$ cat config.mk
export PLATFORM = sky130hd
export DESIGN_NAME = cache_line_writeback
export DESIGN_NICKNAME = d
export VERILOG_FILES = /design/src/rtl/cache_line_writeback.sv
export SDC_FILE = /design/constraint.sdc
export NUM_CORES = 1
export LEC_CHECK = 0
export CORE_UTILIZATION = 35
export CTS_BUF_LIST = sky130_fd_sc_hd__clkbuf_4
export CTS_CLUSTER_DIAMETER = 200
export DETAILED_ROUTE_END_ITERATION = 10
export PLACE_DENSITY_LB_ADDON = 0.15
export SYNTH_ARGS = -nofsm -noshare
export SYNTH_HDL_FRONTEND = slang
export SYNTH_SLANG_ARGS = --single-unit
$ cat constraint.sdc
create_clock -name clk -period 3.3 [get_ports clk]
set_input_delay 0.33 -clock clk [delete_from_list [all_inputs] [get_ports clk]]
set_output_delay 0.33 -clock clk [all_outputs]
set_load 0.01 [all_outputs]
$ cat src/rtl/cache_line_writeback.sv
// Copies one cache line from the data RAM to memory, one word per bus write.
// Registered RAM read, single outstanding bus write, abort on bus error.
module cache_line_writeback #(
  parameter int unsigned nr_entries     = 32,
  parameter int unsigned words_per_line = 8
) (
  input  logic                                                  clk,
  input  logic                                                  rst_n,
  input  logic                                                  start,
  input  logic [$clog2(nr_entries)-$clog2(words_per_line)-1:0] cache_index,
  input  logic [31:0]                                           mem_base,
  output logic                                                  busy,
  output logic                                                  done,
  output logic                                                  error,
  output logic [$clog2(nr_entries)-1:0]                         ram_read_addr,
  input  logic [31:0]                                           ram_read_data,
  output logic                                                  m_access,
  output logic                                                  m_wr_en,
  output logic [31:0]                                           m_addr,
  output logic [31:0]                                           m_data,
  output logic [3:0]                                            m_bytesel,
  input  logic                                                  m_ack,
  input  logic                                                  m_error
);

  localparam int unsigned addr_bits  = $clog2(nr_entries);
  localparam int unsigned word_bits  = $clog2(words_per_line);
  localparam int unsigned index_bits = addr_bits - word_bits;

  // Byte offset bits inside a line are forced to zero on capture.
  localparam logic [31:0]          base_mask = ~((32'd1 << (word_bits + 2)) - 32'd1);
  localparam logic [word_bits-1:0] last_word = word_bits'(words_per_line - 1);

  typedef enum logic [2:0] {
    IDLE    = 3'd0,
    READ    = 3'd1,
    CAPTURE = 3'd2,
    WRITE   = 3'd3,
    DONE    = 3'd4
  } state_t;

  state_t                state;
  state_t                state_next;
  logic [index_bits-1:0] index_reg;
  logic [index_bits-1:0] index_next;
  logic [31:0]           mem_base_reg;
  logic [31:0]           base_next;
  logic [word_bits-1:0]  word_cnt;
  logic [word_bits-1:0]  cnt_next;
  logic                  error_next;
  logic                  busy_next;
  logic                  done_next;
  logic                  access_next;
  logic [31:0]           addr_next;
  logic [31:0]           data_next;

  assign ram_read_addr = {index_reg, word_cnt};

  // Next-state and next-register values; outputs decoded from the next state.
  always_comb begin
    state_next  = state;
    index_next  = index_reg;
    base_next   = mem_base_reg;
    cnt_next    = word_cnt;
    error_next  = error;
    addr_next   = m_addr;
    data_next   = m_data;

    unique case (state)
      IDLE: begin
        if (start) begin
          index_next = cache_index;
          base_next  = mem_base & base_mask;
          cnt_next   = '0;
          error_next = 1'b0;
          state_next = READ;
        end
      end
      READ: state_next = CAPTURE;
      CAPTURE: begin
        data_next  = ram_read_data;
        addr_next  = mem_base_reg + 32'({word_cnt, 2'b00});
        state_next = WRITE;
      end
      WRITE: begin
        if (m_error) begin
          error_next = 1'b1;
          state_next = DONE;
        end else if (m_ack) begin
          if (word_cnt == last_word) begin
            state_next = DONE;
          end else begin
            cnt_next   = word_cnt + word_bits'(1);
            state_next = READ;
          end
        end
      end
      DONE:    state_next = IDLE;
      default: state_next = IDLE;
    endcase

    busy_next   = (state_next != IDLE);
    done_next   = (state_next == DONE);
    access_next = (state_next == WRITE);
  end

  // State and output registers.
  always_ff @(posedge clk or negedge rst_n) begin
    if (!rst_n) begin
      state        <= IDLE;
      index_reg    <= '0;
      mem_base_reg <= '0;
      word_cnt     <= '0;
      error        <= 1'b0;
      busy         <= 1'b0;
      done         <= 1'b0;
      m_access     <= 1'b0;
      m_wr_en      <= 1'b0;
      m_bytesel    <= 4'b0000;
      m_addr       <= '0;
      m_data       <= '0;
    end else begin
      state        <= state_next;
      index_reg    <= index_next;
      mem_base_reg <= base_next;
      word_cnt     <= cnt_next;
      error        <= error_next;
      busy         <= busy_next;
      done         <= done_next;
      m_access     <= access_next;
      m_wr_en      <= access_next;
      m_bytesel    <= {4{access_next}};
      m_addr       <= addr_next;
      m_data       <= data_next;
    end
  end

endmodule

* Word level (Yosys, flattened, before mapping)
Cells that the tools add are included.
** Storage, ports and cells
- Register bits :: 104
- Input bits :: 71
- Output and inout bits :: 78
- Word-level logic and storage cells :: 43
** Cells by class
- Add/sub/neg operators :: 2
- Equal/unequal tests :: 11
- Multiplexer cells :: 13
- Reductions and logical operators :: 6
** Operators with widths (number)
- 32-bit by 5-bit adder with 32-bit output :: 1
- 3-bit 2-to-1 mux :: 8
- 3-bit case mux with 4 select lines :: 1
- 2-bit inequality test (second input constant) :: 5
- 3-bit by 2-bit equality test with 1-bit output (second input constant) :: 3
- 3-bit equality test (second input constant) :: 2
- 3-bit case mux with 2 select lines :: 1
- 5-bit AND reduction :: 1
- 3-bit by 1-bit adder with 3-bit output (second input constant) :: 1
- 3-bit by 1-bit equality test with 1-bit output (second input constant) :: 1
- 3-bit zero test :: 1
- 3-bit AND reduction :: 1
- 3-bit nonzero test :: 1
- 1-bit 2-to-1 mux :: 2
- 1-bit case mux with 2 select lines :: 1
- 2-bit AND reduction :: 1
- 2-bit nonzero test :: 1

* Depth between registers and ports, before layout
- Depth in word-level cells :: 6
- Gate-level depth with buffers :: 6
- Gate-level depth less buffers :: 5

* Worst setup path before layout
OpenSTA, ideal clock, no wires.
- Path kind :: register to register
- Start point :: register state[0]
- End point :: register index_reg[1]
- Setup time :: 0.125 ns
- Arrival time :: 1.521 ns
- Data required time :: 3.175 ns
- Setup slack :: 1.654 ns
- Stages on the path, launching flop included :: 6
- Path buffers :: 3
- Period minus slack after synthesis :: 1.646 ns
- Path through :: dfrtp_1 buf_6 or4b_4 buf_6 buf_6 mux2_4
** Between the ends
- Longest elaborated chain between the ends :: 2
** RTL lines
- start: declaration :: line 42 : state_t state;
- start signal: assignment :: line 123 : state <= state_next;
- 3-bit zero test :: line 69 : unique case (state)
- 2-bit AND reduction (no line)
- end signal: assignment :: line 124 : index_reg <= index_next;
- end: declaration :: line 44 : logic [index_bits-1:0] index_reg;
Every way passes these cells.
A chain may end at the register's enable or synchronous reset.

* Final worst setup path
- Start point :: register state[2]
- End point :: register mem_base_reg[22]
** Between the ends
- Longest elaborated chain between the ends :: 2
** RTL lines
- 3-bit zero test :: line 69
- 2-bit AND reduction (no line)
- end signal: assignment :: line 125 : mem_base_reg <= base_next;
- end: declaration :: line 46 : logic [31:0] mem_base_reg;
Every way passes these cells.

==> flow_metrics.py <==
metrics = {
    "status": {
        "status": "complete, no violations",
    },
    "critical_path": {
        "regToRegSetupSlack_ps": 1430,
        "setup.worst_path.end_class": "register",
        "startpoint_type": "register",
        "cp_max_fo": 32,
        "critical_path.top_delay_family": "simple AND/OR/NAND/NOR gates",
        "cp_cell_sequence": "or4b_4 > mux2_4",
        "cp.arrival_ps": 2200,
        "cpPeakStageDelay_ps": 870,
        "cp.required_ps": 3620,
        "path_buf_inv": 0,
        "cp_slowest_cell": "or4b_4",
        "critPathKind": "reg2reg",
    },
    "detailed_routing": {
        "drc_errors": 0,
        "dr.pass1.iters": 4,
        "vias_per_cell": 4.58,
        "num_vias": 2418,
        "drt-total-wl_um": 7610,
        "wl_per_cell_um": 14.4,
        "drt_iter0_markers": 64,
        "antenna_left": 0,
    },
    "grt": {
        "grt_pass1_wl_um": 12200,
        "overflow": 0,
        "grt.total_usage": 0.134,
        "antenna_found_initial": 0,
        "first_global_vias": 2484,
        "grt_max_degree": 85,
    },
    "floorplanning": {
        "start_util": 0.364,
        "ioPinCount": 149,
        "die_h_um": 109,
        "rows": 38,
        "dieArea_um2": 11900,
        "chipWidth_um": 109,
        "core-area_um2": 11000,
    },
    "power_and_ir_drop": {
        "leakagePower_nw": 2.45,
        "peakVddDrop_uv": 402,
        "power_density_nw_per_um2": 941,
    },
    "timing": {
        "setup_viol": 0,
        "setup_tns_ps": 0,
        "post-route-min-period_ps": 1870,
        "final_hold_viol_count": 0,
        "max_slew_margin": 0.294,
        "rsz0062_at_grt": "no",
        "fin_skew_ps": 22.9,
        "post-route-period-util": 0.568,
        "maxSlewViolCount": 0,
        "worst_pin_slew_ps": 1060,
        "max_freq_mhz": 533,
    },
    "synth": {
        "synth_seq_area_share": 0.631,
        "synth_area_per_cell_um2": 16.3,
        "synth_warnings": 0,
        "synth_cells": 245,
        "ys_ff_latch": 101,
        "ys_types": 24,
        "synth_area_um2": 4000,
    },
    "final_layout": {
        "diodes": 0,
        "syn_to_final_growth_pct": 39.9,
        "drive_gt1_frac": 0.276,
        "nNetsFinal": 456,
        "post-route-util": 0.510,
        "largest_reg_flops": 32,
    },
    "clocking": {
        "cts_sinks": 101,
        "cts_resized": 0,
        "cts_made_buffers": 9,
        "cts_root_buf": "clkbuf_4",
        "tritoncts": "done",
        "holdBufCountCts": 0,
        "post_cts_buffers": 0,
        "cts_max_path_buffers": 2,
        "cts_max_level": 3,
        "clock_latency_ps": 440,
        "cts.reportedPaths.clkPinSlew_ps": 150,
    },
    "place": {
        "portBuffers": 141,
        "place.gp.congestion": 0.746,
        "place.detailed.hpwl_um": 5090,
    },
    "flow_run": {
        "cap_violations": 0,
    },
    "worst_hold_path": {
        "hold_path.class": "in2async",
    },
}
cells by family (layout without fill, tap and decap cells):
kind of cell	Yosys count	in the layout	synth area share
other	1	2	0.000937
adder cells (fa/ha/maj)	2	2	0.00625
buffers and inverters	20	162	0.0366
multiplexers	94	94	0.289
flip-flops	101	101	0.631
AND/OR/NAND/NOR	21	21	0.0278
AO/OA/AOI/OAI	6	6	0.00813
area by class of cell:
type / instances / area, um^2
multi-input combinational: 125 / 1340
clock buffer: 11 / 82.6
sequential: 101 / 2530
clock inverter: 5 / 36.3
timing repair buffer: 144 / 1430
fill: 966 / 5390
tap: 140 / 175
inverter: 2 / 7.51
cells in the mapped netlist:
cell | n | share of area
mux2_4 | 27 | 0.10
a21oi_1 | 2 | 0.0025
nor2b_1 | 1 | 0.0016
ha_1 | 2 | 0.0063
conb_1 | 1 | 0.00094
nand2b_1 | 2 | 0.0031
or4b_4 | 1 | 0.0034
nand4_1 | 1 | 0.0016
dfrtp_1 | 101 | 0.63
a211oi_1 | 1 | 0.0019
buf_6 | 5 | 0.014
o21ai_0 | 3 | 0.0038
and3b_1 | 1 | 0.0022
nand2_1 | 4 | 0.0038
mux2_2 | 59 | 0.17
nor2_2 | 1 | 0.0016
mux2i_1 | 3 | 0.0075
buf_4 | 7 | 0.013
inv_1 | 2 | 0.0019
nor2_1 | 6 | 0.0056
buf_2 | 6 | 0.0075
nor3_1 | 3 | 0.0038
nand3_1 | 1 | 0.0012
mux2_1 | 5 | 0.014
worst reg2reg max path, delay by kind of cell, from the launching register on:
family           cells  cell delay (ps)
muxes                1              400
and+or+nand+nor      1              870
DFF                  1              490
through the flow:
step,cells,hold slack (ps),setup WS [ps],instance area (um^2),power (mW)
floorplan,246,34.4,1650,4010,3.62
global placement,512,468,1150,5480,4.72
detailed placement,512,480,1140,5480,4.77
CTS,528,87.1,1410,5600,5.35
global route,528,127,1350,5600,5.63
finish,528,46.7,1430,5600,5.27
cell usage in the layout, fill, tap and decap left out, drive strengths merged, types with 3 or more instances in the layout:
cell type      synthesis  final
clkdlybuf4s50          0    140
inv                    2      3
nor3                   3      3
o21ai                  3      3
mux2                  91     91
buf                   18      4
nor2                   7      7
mux2i                  3      3
dfrtp                101    101
nand2                  4      4
clkbuf                 0     11
final timing paths:
kind                            depth (start not counted)                to              start
worst max register to register                          2  mem_base_reg[22]           state[2]
max in group asynchronous                               2   mem_base_reg[5]              rst_n
worst min-delay path                                    1         m_data[2]              rst_n
worst min register to register                          1         m_data[8]          m_data[8]
worst max-delay path                                    2  mem_base_reg[22]           state[2]
min in group clk                                        2        m_data[11]  ram_read_data[11]
where the power goes:
group | leakage [nW] | total, mW | switching, mW | internal (mW)
clock network | 0.0611 | 0.571 | 0.397 | 0.174
logic | 1.18 | 2.52 | 0.875 | 1.64
registers | 1.21 | 2.18 | 0.329 | 1.85
total | 2.45 | 5.27 | 1.60 | 3.66
layer usage:
layer | GRT usage | up-vias | routed length (um)
li1 | - | 1122 | -
met5 | 0 | - | 0
met2 | 0.206 | 98 | 3380
met3 | 0.0640 | 6 | 755
met1 | 0.168 | 1192 | 3400
met4 | 0.0376 | 0 | 70
Note: power is estimated with default switching activity, not from simulation.
